**src/rtl/burst_req_pkg.sv**
```systemverilog
// burst_req_pkg: shared FSM state type and default sizing for the burst requester
package burst_req_pkg;
    typedef enum logic [1:0] {ST_IDLE, ST_REQ, ST_GAP} state_t;
    localparam int LEN_W_DEF = 3;
    localparam int DEPTH_DEF = 4;
    localparam int GAP_DEF   = 0;
endpackage

```
**src/rtl/burst_cmd_fifo.sv**
```systemverilog
// burst_cmd_fifo: DEPTH x W burst command queue with full/empty flags
module burst_cmd_fifo
    import burst_req_pkg::*;
#(
    parameter int DEPTH = DEPTH_DEF,
    parameter int W     = LEN_W_DEF
) (
    input  logic         clk,
    input  logic         reset,
    input  logic         push,
    input  logic [W-1:0] din,
    input  logic         pop,
    output logic [W-1:0] dout,
    output logic         full,
    output logic         empty
);
    localparam int AW = $clog2(DEPTH);
    logic [W-1:0]  mem [DEPTH];
    logic [AW-1:0] wr_ptr;
    logic [AW-1:0] rd_ptr;
    logic [AW:0]   count;
    logic          do_push;
    logic          do_pop;
    assign full    = count == (AW+1)'(DEPTH);
    assign empty   = count == '0;
    assign do_push = push && !full;
    assign do_pop  = pop && !empty;
    assign dout    = mem[rd_ptr];
    // pointers wrap naturally because DEPTH is a power of two
    always_ff @(posedge clk or posedge reset)
        if (reset) begin
            wr_ptr <= '0;
            rd_ptr <= '0;
            count  <= '0;
        end else begin
            if (do_push) wr_ptr <= wr_ptr + 1'b1;
            if (do_pop) rd_ptr <= rd_ptr + 1'b1;
            count <= count + (AW+1)'(do_push) - (AW+1)'(do_pop);
        end
    // storage needs no reset: only slots between rd_ptr and wr_ptr are ever consumed
    always_ff @(posedge clk)
        if (do_push) mem[wr_ptr] <= din;
endmodule

```
**src/rtl/burst_req_gen.sv**
```systemverilog
// burst_req_gen: queues burst commands, drives req/num_grants to the arbiter and checks gnt/last
module burst_req_gen
    import burst_req_pkg::*;
#(
    parameter int DEPTH = DEPTH_DEF,
    parameter int LEN_W = LEN_W_DEF,
    parameter int GAP   = GAP_DEF
) (
    input  logic             clk,
    input  logic             reset,
    input  logic             cmd_valid,
    output logic             cmd_ready,
    input  logic [LEN_W-1:0] cmd_len,
    output logic             req,
    output logic [LEN_W-1:0] num_grants,
    input  logic             gnt,
    input  logic             last,
    output logic             burst_done,
    output logic [LEN_W-1:0] grant_cnt,
    output logic             busy,
    output logic             err
);
    state_t           state;
    logic [3:0]       gap_cnt;
    logic             full;
    logic             empty;
    logic             pop;
    logic [LEN_W-1:0] head;
    logic             bad;
    burst_cmd_fifo #(.DEPTH(DEPTH), .W(LEN_W)) u_fifo (
        .clk   (clk),
        .reset (reset),
        .push  (cmd_valid),
        .din   (cmd_len),
        .pop   (pop),
        .dout  (head),
        .full  (full),
        .empty (empty)
    );
    assign cmd_ready = !full;
    assign pop       = state == ST_IDLE && !empty;
    assign busy      = state != ST_IDLE || !empty;
    assign bad = (gnt && !req) || (last && !req) || (last && !gnt)
              || (gnt && grant_cnt == num_grants)
              || (last && {1'b0, grant_cnt} + (LEN_W+1)'(1) != {1'b0, num_grants});
    // sequencer: load head in IDLE, hold req until last, then optional idle gap
    always_ff @(posedge clk or posedge reset)
        if (reset) begin
            state      <= ST_IDLE;
            req        <= 1'b0;
            num_grants <= '0;
            grant_cnt  <= '0;
            burst_done <= 1'b0;
            gap_cnt    <= '0;
        end else begin
            burst_done <= 1'b0;
            case (state)
                ST_IDLE: if (!empty) begin
                    grant_cnt <= '0;
                    if (head == '0) burst_done <= 1'b1;
                    else begin
                        num_grants <= head;
                        req        <= 1'b1;
                        state      <= ST_REQ;
                    end
                end
                ST_REQ: begin
                    if (gnt && grant_cnt != '1) grant_cnt <= grant_cnt + 1'b1;
                    if (last) begin
                        req        <= 1'b0;
                        burst_done <= 1'b1;
                        gap_cnt    <= '0;
                        state      <= GAP > 0 ? ST_GAP : ST_IDLE;
                    end
                end
                ST_GAP: begin
                    gap_cnt <= gap_cnt + 1'b1;
                    if (gap_cnt == 4'(GAP - 1)) state <= ST_IDLE;
                end
                default: state <= ST_IDLE;
            endcase
        end
    // sticky protocol error, cleared only by reset
    always_ff @(posedge clk or posedge reset)
        if (reset) err <= 1'b0;
        else if (bad) err <= 1'b1;
endmodule

```
**config.mk**
```make
export PLATFORM = sky130hd
export DESIGN_NAME = burst_req_gen
export DESIGN_NICKNAME = d
export VERILOG_FILES = /design/src/rtl/burst_req_pkg.sv /design/src/rtl/burst_cmd_fifo.sv /design/src/rtl/burst_req_gen.sv
export SDC_FILE = /design/constraint.sdc
export NUM_CORES = 1
export LEC_CHECK = 0
export BUFFER_PORTS_ARGS = -buffer_cell sky130_fd_sc_hd__buf_4
export CORE_MARGIN = 2
export CORE_UTILIZATION = 55
export DETAILED_ROUTE_END_ITERATION = 6
export PLACE_DENSITY = 0.81
export SYNTH_ARGS = -nofsm -noshare
export SYNTH_HDL_FRONTEND = slang
export SYNTH_SLANG_ARGS = --single-unit
export TNS_END_PERCENT = 10
```
**constraint.sdc**
```tcl
create_clock -name clk -period 2.5 [get_ports clk]
set_input_delay 0.125 -clock clk [delete_from_list [all_inputs] [get_ports clk]]
set_output_delay 0.125 -clock clk [all_outputs]
set_load 0.05 [all_outputs]
```
==> run summary, run 1 <==
=================================================================================
Number of routed nets with antenna violations                                   0
Number of placed cells counting well taps                                     140
Arrival time of data at the critical path endpoint                        2.54 ns
Largest stage delay on the critical path                                  0.45 ns
Average footprint of a synthesized cell                                13.6 sq um
Worst-Skew Late Latency                                                   0.32 ns
Std cell rows                                                                  17
Count of max-cap constraint violations                                          0
Cells along the critical path                                        nor3_1, or2_2, inv_2, ha_1, inv_1, ha_1, inv_1, fa_1, xnor2_1, xnor2_1
Highest achievable clock rate                                           0.437 GHz
Biggest area contributors in the synthesized netlist                 sky130_fd_sc_hd__dfrtp_1 (31%), sky130_fd_sc_hd__edfxtp_1 (28%), sky130_fd_sc_hd__ha_1 (7.7%)
Core region area                                                     0.00223 sq mm
Detailed-route via count                                                      784
Number of clock buffers inserted by TritonCTS                                   3
Clk sink count                                                                 28
Clock-pin slew on the worst setup and hold paths                          0.14 ns
Buffers inserted by post-CTS timing repair                                      0
CTS tree                                                                      yes
IO Count                                                                       19
Number of iterations in the first detailed-routing pass                         4
Number of synthesized flops with an enable pin                                 12
Die height                                                           52.7 microns
Buffers added on ports                                                         18
Drt drc                                                                         0
Source of the worst hold timing path                                          gnt
Kind of capture point of the worst setup path                           flip-flop
Post-detail-place hpwl                                               1660 microns
Shortest period the worst path allows                                     2.29 ns
Layout cell share with drive strength beyond 1                              24.0%
Actual transition at the worst max-transition pin                        0.608 ns
Relative area change from synthesis to final layout                         17.6%
Routed WL per cell                                                   14.4 microns
Number of warning messages in the yosys log                                     0
Initial antenna violation count                                                 0
Met3 layer usage reported by global route                                   2.86%
Startpoint of the most critical register-to-register path            u_fifo.count[1]
Final setup violating endpoints                                                 0
Leakage power total                                                      0.673 nW
Met1 Usage GRT                                                              24.6%
Power per standard cell area                                         1320 mW/mm^2
Setup_tns                                                                    0 ns
Mapped Area                                                          0.00131 sq mm
Root cell of the clock tree                                          sky130_fd_sc_hd__clkbuf_4
Final period util                                                           91.5%
Slew headroom                                                               59.4%
Largest net degree at the start of global routing                              17
Synth Register Bits                                                            28
Cell type of the slowest stage on the worst timing path              sky130_fd_sc_hd__dfrtp_1
Wire length of the first global-routing pass                         3640 microns
Origin of the worst setup path                                       u_fifo.count[1]
Predominant post-synthesis flop cell                                 sky130_fd_sc_hd__dfrtp_1
Most Crowded Layer GR                                                        met2
Number of diodes added for antenna fixing                                       0
Area of the die                                                      0.00278 sq mm
Final number of max-transition violations                                       0
DRC violation total after the first TritonRoute iteration                      13
Mapped Cells                                                                   96
Count of non-filler cells in the finished layout                              149
End-of-flow core utilization                                                68.8%
Final Net Count                                                               139
Via count of the first global-routing pass                                    783
Most numerous cell types in the synthesized netlist                  sky130_fd_sc_hd__dfrtp_1 (16), sky130_fd_sc_hd__edfxtp_1 (12), sky130_fd_sc_hd__inv_1 (10), sky130_fd_sc_hd__ha_1 (8), sky130_fd_sc_hd__xnor2_1 (7)
Clock Path Buffers                                                              2
All-Layer GR Usage                                                          19.3%
Starting density of the core                                                58.5%
Net count after synthesis                                                     113
Portion of synthesized cell area occupied by the leading cell type          30.7%
Fin Hold WS                                                             0.0441 ns
Critical Path Fanout Max                                                        9
Yosys top cell by area                                               sky130_fd_sc_hd__dfrtp_1
Register area share after synthesis                                         58.2%
Wire length after detailed routing                                   2150 microns
Final hold viol count                                                           0
Setup repair after global routing missed its margin                            no
Top-count cell post-synth                                            sky130_fd_sc_hd__dfrtp_1
Worst Path Required                                                       2.75 ns
Launching element type of the critical path                             flip-flop
Final weighted congestion in routability-driven placement                   0.692
Worst Hold Class                                                        in -> reg
Horizontal die dimension                                             52.7 microns
Quantity of gates resized following cts                                         0
Mean number of vias per cell                                                 5.26
Global Route met2 Usage                                                     31.3%
Global-route congestion overflow total                                          0
Status                                                                  completed
Deepest level of the CTS H-tree                                                 1
Setup skew after layout                                                0.00583 ns
Critical Setup Path Class                                              reg -> reg
Library cells used by synthesis                                                31
Highest ir drop seen on vdd                                              0.985 mV
Share of async-settable or async-resettable flops after synthesis           57.1%
=================================================================================
-- final cells by class --
class,instances,area (sq um)
well taps,28,35.0
flip-flops and latches,28,761
repair buffers,23,185
multi-input cells,55,488
fillers,172,697
inverters,11,41.3
clock buffers,4,26.3
-- through the flow --
stage               worst slack [ns]  cell area (sq um)  power, mW
finish                         0.212               1540       2.04
global route                  0.0523               1540       2.21
CTS                            0.199               1540       2.06
detailed placement             0.232               1460       1.87
global placement               0.312               1460       1.82
floorplan                      0.119               1310       1.61
-- worst max-delay path: cells and delay by family, from the launching register on --
family                   cells  cell delay [ns]
adder cells (fa/ha/maj)      3             0.79
buffers and inverters        3             0.20
flip-flops                   1             0.45
AND/OR/NAND/NOR              2             0.44
XOR/XNOR                     2             0.31
-- final timing paths --
path                                    to  slack, ns  cells past startpoint
max in group asynchronous    num_grants[0]       1.70                      3
max reg2reg                u_fifo.count[2]       0.21                     10
min                                    err       0.04                      2
min in group asynchronous     grant_cnt[0]       0.41                      3
max                        u_fifo.count[2]       0.21                     10
min reg2reg                            err       0.52                      1
-- flip-flops by register name, summed over array words and instances (netlist names) --
name,count
u_fifo.wr_ptr,2
u_fifo.mem,12
err,1
grant_cnt,3
num_grants,3
req,1
u_fifo.rd_ptr,2
u_fifo.count,3
burst_done,1
-- logic make-up (layout without fill, tap and decap cells) --
logic type | count (synthesis) | after routing | share of synthesized area, %
AND/OR/NAND/NOR | 18 | 18 | 7.85
flip-flops | 28 | 28 | 58.2
AO/OA/AOI/OAI | 15 | 15 | 8.24
XOR/XNOR | 9 | 9 | 6.03
buffers and inverters | 13 | 38 | 4.41
adder cells (fa/ha/maj) | 9 | 9 | 9.20
multiplexers | 4 | 4 | 6.03
-- power breakdown --
part | leakage [nW] | total, mW | switching, mW | internal, mW
Combinational | 0.358 | 1.04 | 0.608 | 0.434
Sequential | 0.300 | 0.808 | 0.159 | 0.649
Clock | 0.0150 | 0.185 | 0.122 | 0.0625
-- repair_timing --
action,CTS,global route
hold buffers,5,0
endpoints found under the setup margin,0,0
hold endpoints to repair,29,0
-- placed cells by master, fill, tap and decap left out, drive strengths merged --
master	count
nor2	1
edfxtp	12
nor2b	2
fa	1
o2111ai	1
xor2	2
dfrtp	16
ha	8
nand3	3
or2	1
nor3	2
nand2	3
a22o	4
mux4	3
inv	11
xnor2	7
a21boi	1
and3	4
dlygate4sd3	5
o21ai	6
clkbuf	4
o41ai	1
nand3b	1
a221o	1
o22ai	1
buf	18
mux2	1
and2	1
-- layer usage --
| layer | routed length [microns] | vias up | share of wire [%] |
|---|---|---|---|
| met5 | 0 | - | 0 |
| met4 | 48 | 0 | 2.2 |
| met3 | 39 | 5 | 1.8 |
| met2 | 1100 | 13 | 51 |
| met1 | 966 | 375 | 45 |
| li1 | - | 391 | - |
Power figures use the tool's default switching activity.
==> inputs of run 2 (changes only) <==
Settings changed: BUFFER_PORTS_ARGS -buffer_cell sky130_fd_sc_hd__buf_4 to default, CORE_UTILIZATION 55 to 60, DONT_BUFFER_PORTS from default to 1, PLACE_DENSITY 0.81 to 0.8, RECOVER_POWER from default to 25.
==> run summary, run 2 (synthesis results as in run 1) <==
============================================================================
Startpoint of the most critical register-to-register path       u_fifo.count[1]
Drt drc                                                                    0
Clock-pin slew on the worst setup and hold paths                     0.14 ns
Deepest level of the CTS H-tree                                            1
Max FFs per register                                                      12
Number of iterations in the first detailed-routing pass                    4
Detailed-route via count                                                 766
Std cell rows                                                             16
Initial antenna violation count                                            0
Core region area                                                0.00200 sq mm
Slew headroom                                                          58.1%
Largest net degree at the start of global routing                         17
Final number of max-transition violations                                  0
Number of cells on the worst reg-to-reg path                              10
Setup skew after layout                                           0.00300 ns
Root cell of the clock tree                                     sky130_fd_sc_hd__clkbuf_4
Shortest period the worst path allows                                2.32 ns
Area of the die                                                 0.00257 sq mm
Setup_tns                                                               0 ns
Clock Path Buffers                                                         2
Post-placement worst setup slack                                    0.171 ns
Arrival time of data at the critical path endpoint                   2.58 ns
Setup repair after global routing missed its margin                       no
Horizontal die dimension                                        50.7 microns
Largest register by flop count                                    u_fifo.mem
IO Count                                                                  19
Number of diodes added for antenna fixing                                  0
Worst Path Required                                                  2.76 ns
Die height                                                      50.7 microns
Buffers added on ports                                                     0
Kind of capture point of the worst setup path                      flip-flop
Launching element type of the critical path                        flip-flop
Wire length of the first global-routing pass                    3730 microns
Setup ws final                                                      0.176 ns
Critical Path Fanout Max                                                   9
Wire length after detailed routing                              2210 microns
DRC violation total after the first TritonRoute iteration                 25
Power per standard cell area                                    1380 mW/mm^2
Layout cell share with drive strength beyond 1                         13.1%
Post-route cell area                                            0.00144 sq mm
Clk sink count                                                            28
Routed WL per cell                                              16.5 microns
Worst reg-to-reg setup slack                                         0.18 ns
Final period util                                                      93.0%
Leakage power total                                                 0.606 nW
PnR Total Power                                                      1.98 mW
Number of routed nets with antenna violations                              0
Highest ir drop seen on vdd                                          1.16 mV
Final setup violating endpoints                                            0
Via count of the first global-routing pass                               783
Source of the worst hold timing path                                     gnt
Worst Hold Class                                                   in -> reg
Count of max-cap constraint violations                                     0
Post-detail-place hpwl                                          1610 microns
Global-route congestion overflow total                                     0
Starting density of the core                                           65.3%
Number of clock buffers inserted by TritonCTS                              3
Count of cells along the worst hold path                                   2
Count of non-filler cells in the finished layout                         134
Status                                                             completed
CTS tree                                                                 yes
Final weighted congestion in routability-driven placement              0.775
Buffers inserted by post-CTS timing repair                                 0
Final hold viol count                                                      0
Relative area change from synthesis to final layout                    9.87%
Highest achievable clock rate                                      0.430 GHz
End-of-flow core utilization                                           71.7%
Most frequent cells in the layout                               sky130_fd_sc_hd__dfrtp_1 (16), sky130_fd_sc_hd__edfxtp_1 (12), sky130_fd_sc_hd__inv_1 (10)
Critical Setup Path Class                                         reg -> reg
Final Net Count                                                          125
Fin Hold WS                                                        0.0421 ns
Placement-stage cell area                                       0.00135 sq mm
All-Layer GR Usage                                                     20.3%
Actual transition at the worst max-transition pin                   0.629 ns
Number of placed cells counting well taps                                124
End of the worst register-to-register path                      u_fifo.count[2]
Mean number of vias per cell                                            5.72
Worst-Skew Late Latency                                              0.33 ns
Hold worst-path end                                                      err
Most common library cell in the layout ignoring fill and taps   sky130_fd_sc_hd__dfrtp_1
============================================================================
==> run 2: cell types whose count changed in the layout (fill, tap and decap cells not counted), sizes merged <==
| cell | delta |
|---|---|
| buf | -15 |
| clkbuf | -1 |
| clkinv | +1 |
| dlygate4sd3 | +1 |
==> run 2: where the power goes <==
part / internal, mW / leakage [nW] / total, mW / switching [mW]
Combinational: 0.379 / 0.291 / 0.849 / 0.469
Clock: 0.0586 / 0.0154 / 0.187 / 0.129
Sequential: 0.646 / 0.300 / 0.946 / 0.301
Total: 1.08 / 0.606 / 1.98 / 0.899
==> run 2: worst max-delay path by stage <==
| stage | endpoint | startpoint | cells after the start |
|---|---|---|---|
| 3_3_place_gp | u_fifo.count[2] | u_fifo.count[1] | 10 |
| 2_1_floorplan | u_fifo.count[2] | req | 10 |
| 3_5_place_dp | u_fifo.count[2] | u_fifo.count[1] | 10 |
| 6_report | u_fifo.count[2] | u_fifo.count[1] | 10 |
| 4_1_cts | u_fifo.count[2] | u_fifo.count[1] | 10 |
| 5_1_grt | u_fifo.count[2] | u_fifo.count[1] | 10 |
==> run 2: what timing repair did <==
item                                   4_1_cts  5_1_grt
setup endpoints to repair                    0        1
hold buffers                                 6        0
gates resized for setup                      0        1
endpoints found under the hold margin       31        0
==> run 2: worst max-delay path: stages (launching register included) <==
cell and delay, ns:
sky130_fd_sc_hd__dfrtp_1 0.46, sky130_fd_sc_hd__nor3_1 0.25, sky130_fd_sc_hd__or2_4 0.20, sky130_fd_sc_hd__inv_2 0.09, sky130_fd_sc_hd__ha_1 0.29, sky130_fd_sc_hd__inv_1 0.07
sky130_fd_sc_hd__ha_1 0.13, sky130_fd_sc_hd__inv_1 0.04, sky130_fd_sc_hd__fa_1 0.38, sky130_fd_sc_hd__xnor2_1 0.20, sky130_fd_sc_hd__xnor2_1 0.15
==> run 2: routing by layer <==
layer  GRT usage [%]  wire (microns)
met1            27.1             996
met4            8.11              25
met5               0               0
met3            4.46              95
met2            32.5            1090
==> run 2: layout make-up <==
class	count	area, sq um
Multi-Input combinational cell	55	490
Inverter	11	41.3
Tap cell	27	33.8
Fill cell	131	567
Clock inverter	1	3.75
Timing Repair Buffer	9	82.6
Sequential cell	28	761
Clock buffer	3	22.5
